File: config.mk
export PLATFORM = sky130hd
export DESIGN_NAME = conv_window_mac
export DESIGN_NICKNAME = d
export VERILOG_FILES = /design/src/rtl/conv_window_mac.sv
export SDC_FILE = /design/constraint.sdc
export NUM_CORES = 1
export LEC_CHECK = 0
export ABC_AREA = 1
export CAP_MARGIN = 20
export CORE_ASPECT_RATIO = 0.9
export CORE_MARGIN = 5
export CORE_UTILIZATION = 58
export DETAILED_ROUTE_END_ITERATION = 7
export PLACE_DENSITY = 0.77
export SLEW_MARGIN = 0
export SYNTH_ARGS = -nofsm -noshare
export SYNTH_HDL_FRONTEND = slang
export SYNTH_SLANG_ARGS = --single-unit
export TNS_END_PERCENT = 20
File: constraint.sdc
create_clock -name clk -period 6.9 [get_ports clk]
set_clock_uncertainty 0.1 [all_clocks]
set_input_delay 1.035 -clock clk [delete_from_list [all_inputs] [get_ports clk]]
set_output_delay 1.035 -clock clk [all_outputs]
set_load 0.05 [all_outputs]
File: src/rtl/conv_window_mac.sv
// conv_window_mac: streaming KxK kernel multiply-accumulate with valid/ready handshakes
module conv_window_mac #(
    parameter int DATA_W = 8,
    parameter int K      = 3,
    parameter int OUT_W  = 8,
    parameter int SAT    = 1
) (
    input  logic              clk,
    input  logic              rst,
    input  logic              w_valid,
    input  logic [DATA_W-1:0] w_data,
    output logic              w_ready,
    input  logic              in_valid,
    input  logic [DATA_W-1:0] in_data,
    output logic              in_ready,
    output logic              out_valid,
    input  logic              out_ready,
    output logic [OUT_W-1:0]  out_sum,
    output logic              out_ovf,
    output logic              k_loaded
);
    localparam int N     = K * K;
    localparam int ACC_W = 2 * DATA_W + $clog2(N);
    localparam int IDX_W = N > 1 ? $clog2(N) : 1;

    typedef enum logic [1:0] {IDLE, LOAD, ACC, HOLD} state_t;

    state_t             state_q;
    logic [DATA_W-1:0]  w_q [N];
    logic [ACC_W-1:0]   acc_q, acc_d;
    logic [IDX_W-1:0]   tap_q, widx_q, sel;
    logic [ACC_W+OUT_W-1:0] sum_x;
    logic [OUT_W-1:0]   out_sum_q, res;
    logic               out_ovf_q, out_valid_q, k_loaded_q, ovf, last;

    assign w_ready   = state_q == IDLE || state_q == LOAD;
    assign in_ready  = state_q == ACC || (state_q == IDLE && k_loaded_q && !w_valid);
    assign out_valid = out_valid_q;
    assign out_sum   = out_sum_q;
    assign out_ovf   = out_ovf_q;
    assign k_loaded  = k_loaded_q;

    // Running dot product; a tap accepted in IDLE starts a fresh window from zero
    always_comb begin
        sel   = state_q == IDLE ? '0 : tap_q;
        acc_d = (state_q == IDLE ? '0 : acc_q) + ACC_W'(in_data) * ACC_W'(w_q[sel]);
        sum_x = (ACC_W+OUT_W)'(acc_d);
        ovf   = (sum_x >> OUT_W) != '0;
        res   = (SAT != 0 && ovf) ? '1 : sum_x[OUT_W-1:0];
        last  = state_q == IDLE ? (N == 1) : tap_q == IDX_W'(N-1);
    end

    // Control FSM with kernel bank, accumulator and registered result
    always_ff @(posedge clk or posedge rst) begin
        if (rst) begin
            state_q     <= IDLE;
            acc_q       <= '0;
            tap_q       <= '0;
            widx_q      <= '0;
            for (int i = 0; i < N; i++) w_q[i] <= '0;
            k_loaded_q  <= 1'b0;
            out_valid_q <= 1'b0;
            out_sum_q   <= '0;
            out_ovf_q   <= 1'b0;
        end else begin
            case (state_q)
                LOAD: if (w_valid) begin
                    w_q[widx_q] <= w_data;
                    if (widx_q == IDX_W'(N-1)) begin
                        k_loaded_q <= 1'b1;
                        widx_q     <= '0;
                        state_q    <= IDLE;
                    end else begin
                        widx_q <= widx_q + IDX_W'(1);
                    end
                end
                HOLD: if (out_ready) begin
                    out_valid_q <= 1'b0;
                    state_q     <= IDLE;
                end
                default: if (state_q == IDLE && w_valid) begin
                    w_q[0] <= w_data;
                    if (N == 1) begin
                        k_loaded_q <= 1'b1;
                    end else begin
                        k_loaded_q <= 1'b0;
                        widx_q     <= IDX_W'(1);
                        state_q    <= LOAD;
                    end
                end else if (in_valid && in_ready) begin
                    if (last) begin
                        out_sum_q   <= res;
                        out_ovf_q   <= ovf;
                        out_valid_q <= 1'b1;
                        tap_q       <= '0;
                        state_q     <= HOLD;
                    end else begin
                        acc_q   <= acc_d;
                        tap_q   <= tap_q + IDX_W'(1);
                        state_q <= ACC;
                    end
                end
            endcase
        end
    end
endmodule

==> results.json, run 1 <==
{
  "cts_num_sinks": 113,
  "clockRootBuffer": "clkbuf_16",
  "synth_top_family_by_area": "simple AND/OR/NAND/NOR gates",
  "fin_crit_ns": 6.31,
  "grt_pass1_vias": 7079,
  "cpMostUsedCell": "nand2_1",
  "yosys.area.top_type_share": 0.347,
  "synth_common_cells": "nand2_1, inv_1, dfrtp_1",
  "numPortBuffers": 33,
  "numCtsBuffers": 17,
  "synthSimpleGateAreaFrac": 0.245,
  "dr_total_vias": 7034,
  "grt_usage": 0.265,
  "layout.cells.non_filler": 1308,
  "drt-initial-drc-count": 625,
  "yosys.area_share.xor_xnor": 0.00429,
  "worstPathRequired_ns": 7.10,
  "synth_cells": 1070,
  "regArea_sq_mm": 0.00283,
  "yosys.area.top_type": "dfrtp_1",
  "vias_per_cell": 5.38,
  "whs_ns": 0.373,
  "antenna_cells": 0,
  "grt_antenna_before_repair": 0,
  "status": "completed",
  "rows": 41,
  "fp.dieW_microns": 135,
  "end_kind": "flop",
  "ys_top_cells_by_area": "dfrtp_1, nand2_1, fa_1, inv_1, ha_1",
  "nNetsFinal": 1222,
  "muxShareOfSynthArea": 0.00981,
  "yosysUniqueCellTypes": 36,
  "dr.pass1.iters": 5,
  "die-area_sq_mm": 0.0165,
  "multi_input_area_sq_mm": 0.00447,
  "ys_seq_area_frac": 0.347,
  "grt_max_degree": 77,
  "synth_edf_count": 0,
  "syn_avg_cell_area_sq_um": 7.63,
  "post-route-period-util": 0.915,
  "clk_pin_slew_ns": 0.06,
  "start_util": 0.587,
  "dpl.cell_count": 1277,
  "fmax_mhz": 158,
  "arrival_ns": 6.51,
  "setup_viol": 0,
  "cts-resized-gates": 0,
  "tns_ns": 0,
  "ys.flop_type": "dfrtp_1",
  "io_pins": 34,
  "ys_ff_latch": 113,
  "worst_pin_slew_ns": 0.972,
  "synth_nets": 1188,
  "cts_hold_buf": 0,
  "cts_tree": "done",
  "slowest_delay_ns": 0.55,
  "drv_cap": 0,
  "cts_max_level": 4,
  "hold_viol_final": 0,
  "ctsLongestPathBuffers": 2,
  "drc": 0,
  "syn-cell-area_sq_mm": 0.00816,
  "syn2layout_area_growth_pct": 13.5,
  "slew_violations": 0,
  "grt.overflow.total": 0,
  "holdCritPathClass": "reg2reg",
  "relSlewSlack": 0.352,
  "drive_above_1_share": 0.0592,
  "hold_depth": 2,
  "grt_pass1_wl_microns": 34500,
  "synth_compound_area_frac": 0.0948,
  "wl_per_cell_microns": 15.5,
  "nFillCells": 1138,
  "rsz0062_at_grt": "false",
  "hpwl_microns": 14700,
  "synth_most_common_cell": "nand2_1",
  "r2r_cells": 29,
  "core-area_sq_mm": 0.0139,
  "worstSetupStartpointType": "flop",
  "utilization": 0.666,
  "insertion_delay_ns": 0.42,
  "synth_fa_ha_area_frac": 0.195,
  "cp_slowest_cell": "fa_1",
  "die_h_microns": 123,
  "cts_setup_buffers": 0,
  "routed_wl_microns": 20300,
  "critPathKind": "reg2reg",
  "ys_warn_count": 0,
  "gp_congestion": 0.949,
  "synthArstFlopShare": 1.00,
  "crit_fanout": 17,
  "detail-route-antenna-nets": 0
}
==> logic make-up (layout without fill, tap and decap cells) <==
family	count (synthesis)	count (layout)
buf+inv	217	262
fa+ha+maj	97	97
simple gates	486	486
xor+xnor	4	4
flops	113	113
mux	8	8
compound gates	145	145
==> flip-flops by register name, indices dropped and copies added, names as in the netlist <==
signal     flops
widx_q         4
k_loaded       1
out_valid      1
w_q           72
tap_q          4
out_sum        8
acc_q         20
out_ovf        1
state_q        2
==> per-stage QoR <==
step	setup WS [ns]	cell area [sq um]
after floorplan	1.34	8160
after global placement	0.839	8650
after detailed placement	0.743	8650
after CTS	0.657	9250
after global routing	0.226	9260
final	0.585	9260
==> cells in the final DEF (no fill, tap or decap), types with 5 or more instances in the layout <==
cell             Yosys  layout
inv_2               12      12
mux2i_1              8       8
nor2_2               5       5
inv_1              178     177
o21ai_1             57      57
nand3_1             62      62
o211ai_1             6       6
nand4_1              5       5
clkbuf_16            0      17
ha_1                47      47
a21oi_1             52      52
clkdlybuf4s50_1      0      33
fa_1                50      50
nor2_1              92      92
o21ai_0             21      21
buf_4                4       8
dfrtp_1            113     113
nand2_1            305     305
==> worst max-delay path: cells and delay by family (launching register included) <==
| kind | cells | cell delay (ns) |
|---|---|---|
| buffers and inverters | 5 | 0.56 |
| DFF | 1 | 0.44 |
| AOI/OAI and AO/OA | 1 | 0.23 |
| adders and majority gates | 5 | 2.39 |
| and+or+nand+nor | 18 | 2.46 |
==> per-layer routing <==
| layer | part of all wire | vias to the layer above | GRT usage |
|---|---|---|---|
| met4 | 0.016 | 0 | 0.0775 |
| met1 | 0.46 | 3336 | 0.371 |
| met5 | 0 | - | 0 |
| met2 | 0.45 | 268 | 0.414 |
| met3 | 0.078 | 35 | 0.0668 |
| li1 | - | 3395 | - |
==> path summary, 6_finish.rpt <==
check	endpoint	slack, ns	start
max reg2reg	out_sum[4]	0.59	state_q[1]
min reg2reg	acc_q[1]	0.37	acc_q[1]
min in group asynchronous	w_q[68]	0.91	rst
max	out_sum[4]	0.59	state_q[1]
max in group asynchronous	k_loaded	4.44	rst
min	acc_q[1]	0.37	acc_q[1]
==> area by class of cell <==
class	instances	share of cell area
Sequential cell	113	0.305
Clock inverter	10	0.0146
Clock buffer	20	0.0504
Tap cell	193	0.0261
Timing Repair Buffer	42	0.0434
Inverter	190	0.0773
Multi-Input combinational cell	740	0.483
Power of run 1 is left out: the tool's default activity adds up to more than one toggle a clock period on the data nets, which glitch-free logic cannot reach.
==> inputs of run 2 (changes only) <==
Settings changed: ABC_AREA 1 to 0.
==> results.json, run 2 <==
{
  "status": "completed",
  "wl_per_cell_microns": 18.1,
  "synth_most_common_cell": "dfrtp_1",
  "hold_viol_final": 0,
  "rsz0062_at_grt": "false",
  "worst_pin_slew_ns": 1.13,
  "numCtsBuffers": 17,
  "setup_viol": 0,
  "synth_cells": 779,
  "ys_warn_count": 0,
  "worstSetupStartpointType": "flop",
  "syn2layout_area_growth_pct": 14.4,
  "ctsLongestPathBuffers": 2,
  "dr.pass1.iters": 5,
  "fp.dieW_microns": 133,
  "vias_per_cell": 5.96,
  "synth_edf_count": 0,
  "drc": 0,
  "cts_num_sinks": 113,
  "ys_seq_area_frac": 0.356,
  "grt.overflow.total": 0,
  "worstPathRequired_ns": 7.07,
  "end_kind": "flop",
  "ys_top_cells_by_area": "dfrtp_1, fa_1, mux2_2, ha_1, inv_1",
  "largest_reg_flops": 72,
  "grt_pass1_wl_microns": 30800,
  "final_common_cell": "dfrtp_1",
  "critPathKind": "reg2reg",
  "tns_ns": 0,
  "largest_register": "w_q",
  "clockRootBuffer": "clkbuf_16",
  "rows": 40,
  "detail-route-antenna-nets": 0,
  "drv_cap": 0,
  "fin_crit_ns": 6.50,
  "arrival_ns": 6.67,
  "drt-initial-drc-count": 427,
  "yosysUniqueCellTypes": 56,
  "post-route-period-util": 0.942,
  "synth_common_cells": "dfrtp_1, inv_1, nand2_1",
  "slew_violations": 0,
  "routed_wl_microns": 18100,
  "nNetsFinal": 937,
  "cts_max_level": 4,
  "insertion_delay_ns": 0.41,
  "layout_common_cells": "dfrtp_1, inv_1, nand2_1",
  "die-area_sq_mm": 0.0162,
  "io_pins": 34,
  "synth_nets": 897,
  "grt_antenna_before_repair": 0,
  "yosys.area.top_type_share": 0.356,
  "gp_congestion": 0.969,
  "yosys.area.top_type": "dfrtp_1",
  "holdCritPathClass": "reg2reg",
  "dr_total_vias": 5963,
  "cts_tree": "done",
  "die_h_microns": 121,
  "antenna_cells": 0,
  "relSlewSlack": 0.245,
  "core-area_sq_mm": 0.0134,
  "drive_above_1_share": 0.159,
  "ys_ff_latch": 113,
  "crit_fanout": 20,
  "syn_avg_cell_area_sq_um": 10.2,
  "grt_pass1_vias": 6101,
  "synthArstFlopShare": 1.00,
  "clk_pin_slew_ns": 0.06,
  "fmax_mhz": 154,
  "hpwl_microns": 13600,
  "ys.flop_type": "dfrtp_1",
  "start_util": 0.593,
  "grt_max_degree": 73,
  "syn-cell-area_sq_mm": 0.00795,
  "grt_usage": 0.237,
  "numPortBuffers": 33
}
-- run 2: final timing paths --
path	startpoint	end	slack, ns	cells past startpoint
setup / recovery	state_q[1]	out_sum[2]	0.40	19
hold / removal	acc_q[17]	acc_q[17]	0.38	2
setup reg to reg	state_q[1]	out_sum[2]	0.40	19
hold reg to reg	acc_q[17]	acc_q[17]	0.38	2
max in group asynchronous	rst	tap_q[1]	4.46	3
min in group asynchronous	rst	widx_q[1]	0.92	2
-- run 2: cell families (layout without fill, tap and decap cells) --
logic type	after synthesis	count (layout)	share of synthesized area
and+or+nand+nor	215	215	0.130
AOI/OAI and AO/OA	131	131	0.113
buffers and inverters	120	173	0.0593
DFF	113	113	0.356
adders and majority gates	97	97	0.200
muxes	90	90	0.127
xor gates and xnor gates	13	13	0.0153
-- run 2: through the flow --
step | hold slack, ns | util | std cells | worst slack (ns) | cell area [sq um]
final | 0.378 | 0.678 | 1000 | 0.400 | 9100
after CTS | 0.384 | 0.675 | 998 | 0.197 | 9050
after global placement | 0.353 | 0.630 | 966 | 0.307 | 8450
after floorplan | 0.338 | - | 779 | 1.04 | 7950
after global routing | 0.403 | 0.678 | 1000 | 0.0795 | 9100
after detailed placement | 0.367 | 0.630 | 966 | 0.215 | 8450
-- run 2: final cells by class --
type	count	area [sq um]
multi-input combinational	546	4660
fill	989	4320
sequential	113	2830
clock buffer	22	464
timing repair buffer	44	433
inverter	97	367
tap	168	210
clock inverter	10	134
-- run 2: repair_timing --
item,4_1_cts,5_1_grt
endpoints found under the hold margin,0,0
setup buffers,0,1
gates resized for setup,0,4
setup endpoints to repair,0,9
hold buffers,0,0
-- run 2: critical path, cell delays in order (launching register included) --
cell and delay, ns:
dfrtp_1 0.45, or2_1 0.33, buf_4 0.32, nand2_1 0.25, a22o_1 0.39, and2_1 0.23, fa_1 0.50, fa_1 0.52
fa_1 0.54, inv_1 0.05, fa_1 0.52, inv_1 0.04, ha_1 0.37, a21oi_2 0.27, o211ai_1 0.19, a22oi_1 0.38
o21ai_1 0.13, xnor2_1 0.16, o21ba_1 0.44, a31oi_1 0.16
-- run 2: routing by layer --
metal / vias to the layer above / wire length [microns] / GRT usage
met5: - / 0 / 0
met4: 0 / 478 / 0.0713
met3: 38 / 1310 / 0.0601
met2: 246 / 8220 / 0.365
met1: 2972 / 8080 / 0.334
li1: 2707 / - / -
Power of run 2 is left out for the same reason.
